[config.mk]
export PLATFORM = sky130hd
export DESIGN_NAME = pipeline_mem_arbiter
export DESIGN_NICKNAME = d
export VERILOG_FILES = /design/src/rtl/pipeline_mem_arbiter.sv
export SDC_FILE = /design/constraint.sdc
export NUM_CORES = 1
export LEC_CHECK = 0
export ABC_AREA = 1
export CORE_MARGIN = 2
export CORE_UTILIZATION = 32
export CTS_CLUSTER_DIAMETER = 150
export DETAILED_ROUTE_END_ITERATION = 10
export GPL_ROUTABILITY_DRIVEN = 0
export GPL_TIMING_DRIVEN = 0
export PLACE_DENSITY = 0.66
export SETUP_SLACK_MARGIN = 0.4
export SLEW_MARGIN = 0
export SYNTH_ARGS = -nofsm -noshare
export SYNTH_HDL_FRONTEND = slang
export SYNTH_SLANG_ARGS = --single-unit
[constraint.sdc]
create_clock -name clk -period 2.32 [get_ports clk]
set_clock_uncertainty 0.2 [all_clocks]
set_input_delay 0.58 -clock clk [delete_from_list [all_inputs] [get_ports clk]]
set_output_delay 0.58 -clock clk [all_outputs]
set_load 0.01 [all_outputs]
[src/rtl/pipeline_mem_arbiter.sv]
// pipeline_mem_arbiter
// Two-port (instruction fetch / data) arbiter in front of one shared memory.
// Only one memory transaction is outstanding at a time. The data port wins
// by default. After MAX_D_STREAK back-to-back data grants, a waiting fetch
// request is let through.
// Every output is a register.
// Optional feature: define ARB_STATS_EN to add the saturating grant counters
// i_gnt_cnt / d_gnt_cnt.
module pipeline_mem_arbiter #(
    parameter int MAX_D_STREAK = 4
) (
    input  logic        clk,
    input  logic        reset,
    input  logic        i_req,
    input  logic [31:0] i_addr,
    output logic        i_gnt,
    output logic        i_rvalid,
    output logic [31:0] i_rdata,
    input  logic        d_req,
    input  logic        d_we,
    input  logic [31:0] d_addr,
    input  logic [31:0] d_wdata,
    output logic        d_gnt,
    output logic        d_rvalid,
    output logic [31:0] d_rdata,
    output logic        m_req,
    output logic        m_we,
    output logic [31:0] m_addr,
    output logic [31:0] m_wdata,
    input  logic        m_ack,
    input  logic [31:0] m_rdata,
`ifdef ARB_STATS_EN
    output logic [15:0] i_gnt_cnt,
    output logic [15:0] d_gnt_cnt,
`endif
    output logic        arb_busy
);

    typedef enum logic [1:0] {
        ST_IDLE   = 2'd0,
        ST_BUSY_I = 2'd1,
        ST_BUSY_D = 2'd2
    } state_t;

    localparam logic [3:0] LP_MAX_STREAK = 4'(MAX_D_STREAK);

    state_t     r_state;
    state_t     w_state_next;
    logic       w_grant_i;
    logic       w_grant_d;
    logic       w_done_i;
    logic       w_done_d;
    logic [3:0] r_d_streak;

    // Next-state logic: arbitrate while IDLE, wait for m_ack while BUSY.
    always_comb begin
        // NOTE: every signal written here gets a default first, so no path can infer a latch.
        w_state_next = r_state;
        w_grant_i    = 1'b0;
        w_grant_d    = 1'b0;
        w_done_i     = 1'b0;
        w_done_d     = 1'b0;
        case (r_state)
            ST_IDLE: begin
                if (i_req && (!d_req || r_d_streak == LP_MAX_STREAK)) begin
                    w_grant_i    = 1'b1;
                    w_state_next = ST_BUSY_I;
                end else if (d_req) begin
                    w_grant_d    = 1'b1;
                    w_state_next = ST_BUSY_D;
                end
            end
            ST_BUSY_I: begin
                if (m_ack) begin
                    w_done_i     = 1'b1;
                    w_state_next = ST_IDLE;
                end
            end
            ST_BUSY_D: begin
                if (m_ack) begin
                    w_done_d     = 1'b1;
                    w_state_next = ST_IDLE;
                end
            end
            default: w_state_next = ST_IDLE;
        endcase
    end

    // State register.
    always_ff @(posedge clk or negedge reset) begin
        // NOTE: sequential state uses non-blocking assignments only, so every flop samples pre-edge values.
        if (!reset) r_state <= ST_IDLE;
        else        r_state <= w_state_next;
    end

    // Count consecutive data grants (saturating); a fetch grant clears the count.
    always_ff @(posedge clk or negedge reset) begin
        if (!reset)                                            r_d_streak <= '0;
        else if (w_grant_i)                                    r_d_streak <= '0;
        else if (w_grant_d && r_d_streak != LP_MAX_STREAK)     r_d_streak <= r_d_streak + 4'd1;
    end

    // Registered outputs: grant/complete pulses, latched memory request, read data.
    always_ff @(posedge clk or negedge reset) begin
        if (!reset) begin
            i_gnt    <= 1'b0;
            d_gnt    <= 1'b0;
            i_rvalid <= 1'b0;
            d_rvalid <= 1'b0;
            i_rdata  <= '0;
            d_rdata  <= '0;
            m_req    <= 1'b0;
            m_we     <= 1'b0;
            m_addr   <= '0;
            m_wdata  <= '0;
            arb_busy <= 1'b0;
        end else begin
            i_gnt    <= w_grant_i;
            d_gnt    <= w_grant_d;
            i_rvalid <= w_done_i;
            d_rvalid <= w_done_d;
            arb_busy <= (w_state_next != ST_IDLE);
            if (w_grant_i) begin
                // The fetch port only ever reads.
                m_req   <= 1'b1;
                m_we    <= 1'b0;
                m_addr  <= i_addr;
                m_wdata <= '0;
            end else if (w_grant_d) begin
                m_req   <= 1'b1;
                m_we    <= d_we;
                m_addr  <= d_addr;
                m_wdata <= d_wdata;
            end else if (w_done_i || w_done_d) begin
                m_req   <= 1'b0;
                m_we    <= 1'b0;
            end
            if (w_done_i)           i_rdata <= m_rdata;
            if (w_done_d && !m_we)  d_rdata <= m_rdata;
        end
    end

`ifdef ARB_STATS_EN
    // Saturating per-port grant counters.
    always_ff @(posedge clk or negedge reset) begin
        if (!reset) begin
            i_gnt_cnt <= '0;
            d_gnt_cnt <= '0;
        end else begin
            if (w_grant_i && i_gnt_cnt != 16'hFFFF) i_gnt_cnt <= i_gnt_cnt + 16'd1;
            if (w_grant_d && d_gnt_cnt != 16'hFFFF) d_gnt_cnt <= d_gnt_cnt + 16'd1;
        end
    end
`endif

endmodule
==> results by group <==
Status
  • Status: finished, final reports clean

Die
  • Top Ports: 269
  • Site row count: 50
  • Chip Width: 142 um
  • Die Area: 20100 sq um
  • Die Ht: 142 um
  • Core area: 18600 sq um
  • Initial Util: between 30% and 40%

Synthesis
  • Seq cells post-synth: approximately 140
  • Post-Synth Adder-Cell Area: 1.24%
  • Async set-reset flop share out of synthesis: 100%
  • Area share of the largest cell type after synthesis: about three fifths
  • Post-synthesis share of cell area spent on xor and xnor gates: 0.289%
  • Yosys warning count: 0
  • Post-synthesis sequential area ratio: approximately 58%
  • Cell with the most instances after synthesis: nand2_1
  • Main synth FF type: dfrtp_1
  • Post-synthesis compound-gate area fraction: ~6%
  • Synth top cells by count: nand2_1 (244), dfrtp_1 (141), inv_1 (113), nand3_1 (104), o21ai_0 (66)
  • Largest family of logic cells by synthesized area: simple AND/OR/NAND/NOR gates
  • Avg Cell Area, Syn: 8.36 sq um
  • Library cells used by synthesis: 19
  • EDFF count, synth: 0
  • Synth Instances: 726
  • Synth area leader: dfrtp_1
  • Syn Std Cell Area: 6070 sq um
  • Synth Net Count: 866
  • Simple-gate share of the synthesized area: a little under a quarter
  • Largest cells by area after synthesis: dfrtp_1 (58%), nand2_1 (15%), nand3_1 (8.6%)
  • Mux cell area share after synthesis: 0%

Route
  • DRT Wirelength: 18.8 mm
  • Routed vias/inst: 4.49
  • Antenna viol nets, final: 0
  • WL/cell: 14.8 um
  • Pre-antenna DRT Iters: 4
  • Vias: around 5700
  • DRT iter0 DRCs: 246
  • Number of remaining DRC errors: 0

Clock network
  • # H-tree levels: 4
  • CTS tree: built
  • Clock tree buffer depth: 2
  • Worst-Skew Late Latency: ~0.4 ns
  • Clock-pin slew on the worst setup and hold paths: about 0.06 ns
  • Clock root cell: clkbuf_16
  • Cts bufs inserted: 17
  • Count of clock tree sinks: 141

Layout
  • Fill count: 1828
  • Final Cell Area: 9640 sq um
  • Finished Layout Cells: 1267
  • Syn-to-layout area delta: 59.0%
  • Nets@finish: around 1200
  • Final Util: 51.7%
  • Inserted Diodes: 0
  • Layout cells sized above 1: between 8 and 9%

STA
  • Final Hold Vio Count: 0
  • Fin Hold WS: ~0.27 ns
  • F_max: roughly 530 MHz
  • Tmin final: 1.89 ns
  • Post-route setup slack: 0.432 ns
  • Slew HR: 63.1%
  • Final setup fails: 0
  • Final period util: 81.4%
  • Slew @ Worst Pin: approximately 0.55 ns
  • Slew Viols, Final: 0
  • Fin Setup TNS: 0 ns
  • RSZ-0062 raised after global routing: false

Placed design
  • Placed Area: 9070 sq um
  • I/O Buffers: 268
  • DP HPWL: about 14 mm
  • Number of instances in the placed design: approximately 1200
  • Post-place setup slack: -0.195 ns

GRT
  • Antenna violations before repair: 0
  • Vias in the first global route: 5776
  • First-pass GRT wire length: approximately 30 mm
  • Grt ovf: 0
  • GRT Total Usage: between 15 and 20%
  • Largest net degree at the start of global routing: a little under 80

Worst setup path
  • CP delay by family, top: flip-flops
  • WP data required: about 1.5 ns
  • Reg2reg setup slack: 0.52 ns
  • WP data arrival: 1.11 ns
  • CP endpoint kind: output pin
  • CP max FO: 2
  • CP startpoint kind: flop
  • Slowest-stage cell, CP: dfrtp_1
  • Worst path cell trace: dlygate4sd2_1
  • Buffers & Inverters on Critical Path: 1
  • Max incr delay on CP: 0.40 ns
  • Setup CP Type: reg2out

Power
  • Power per standard cell area: 1250 nW/um^2
  • LEAKAGE: 5.27 nW
  • Worst vdd ir: 531 uV
  • Total power: 12.1 mW

Job
  • Max-Cap Viols: 0

Hold path
  • Hold crit path type: reg2reg
cells in the final DEF, fill, tap and decap left out:
| master | count |
|---|---|
| inv_2 | 4 |
| buf_16 | 1 |
| nand2_1 | 241 |
| inv_6 | 2 |
| ha_1 | 5 |
| clkbuf_2 | 1 |
| o21ai_0 | 61 |
| dlygate4sd3_1 | 1 |
| dlymetal6s2s_1 | 2 |
| bufinv_16 | 2 |
| buf_4 | 11 |
| clkbuf_8 | 2 |
| dfrtp_1 | 141 |
| clkdlybuf4s50_1 | 129 |
| nand3_2 | 1 |
| clkdlybuf4s15_1 | 11 |
| clkinvlp_4 | 4 |
| dlygate4sd2_1 | 125 |
| buf_2 | 23 |
| ha_4 | 1 |
| buf_12 | 1 |
| nand2_4 | 1 |
| clkbuf_4 | 3 |
| xor2_1 | 1 |
| nand2_2 | 3 |
| or2_1 | 1 |
| buf_6 | 3 |
| o21ai_4 | 1 |
| o21ai_1 | 8 |
| inv_1 | 111 |
| clkbuf_1 | 4 |
| a21oi_1 | 2 |
| clkbuf_16 | 17 |
| clkinv_4 | 2 |
| clkinv_2 | 3 |
| xnor2_1 | 1 |
| nand3_1 | 103 |
power by group:
group,total (mW),internal (mW),switching [mW]
clock network,2.68,1.61,1.07
registers,4.20,3.61,0.591
logic,5.18,2.28,2.90
sequential cells by signal, indices dropped and copies added, names as in the netlist:
signal and flops:
d_rvalid 1, d_rdata 32, m_wdata 32, m_we 1, i_gnt 1, d_gnt 1
r_state 2, arb_busy 1, m_req 1, i_rvalid 1, r_d_streak 4, m_addr 32
i_rdata 32
metal layers:
layer / GRT usage (%) / up-vias / part of all wire, %
met5: 0 / - / 0
met4: 8.16 / 0 / 3.0
met3: 7.05 / 35 / 9.9
met2: 31.3 / 251 / 46
met1: 23.6 / 2577 / 42
li1: - / 2830 / -
final timing paths:
kind                             start           to  depth (start not counted)
max                        d_rdata[17]  d_rdata[17]                          1
min                              m_req        m_req                          2
max reg2reg                 r_state[1]    m_addr[4]                          9
min reg2reg                      m_req        m_req                          2
max in group asynchronous        reset     arb_busy                          3
min in group asynchronous        reset  d_rdata[21]                          2
layout make-up:
type / instances / area [sq um] / area share (%)
Buffer: 40 / 236 / 2.45
Tap cell: 234 / 293 / 3.04
Clock inverter: 13 / 140 / 1.45
Timing Repair Buffer: 276 / 2630 / 27.3
Inverter: 115 / 432 / 4.48
Clock buffer: 18 / 439 / 4.55
Sequential cell: 141 / 3530 / 36.6
Multi-Input combinational cell: 430 / 1940 / 20.2
logic make-up (layout without fill, tap and decap cells):
| family | Yosys count | after routing |
|---|---|---|
| and+or+nand+nor | 350 | 350 |
| AOI/OAI and AO/OA | 72 | 72 |
| buffers and inverters | 155 | 462 |
| xor gates and xnor gates | 2 | 2 |
| DFF | 141 | 141 |
| adders and majority gates | 6 | 6 |
what timing repair did:
item,4_1_cts,5_1_grt
setup endpoints to repair,243,113
buffers inserted,2,4
pin swaps,0,1
hold buffers,1,0
hold endpoints to repair,65,0
gates resized for setup,146,46
(Power assumes the default switching activity.)
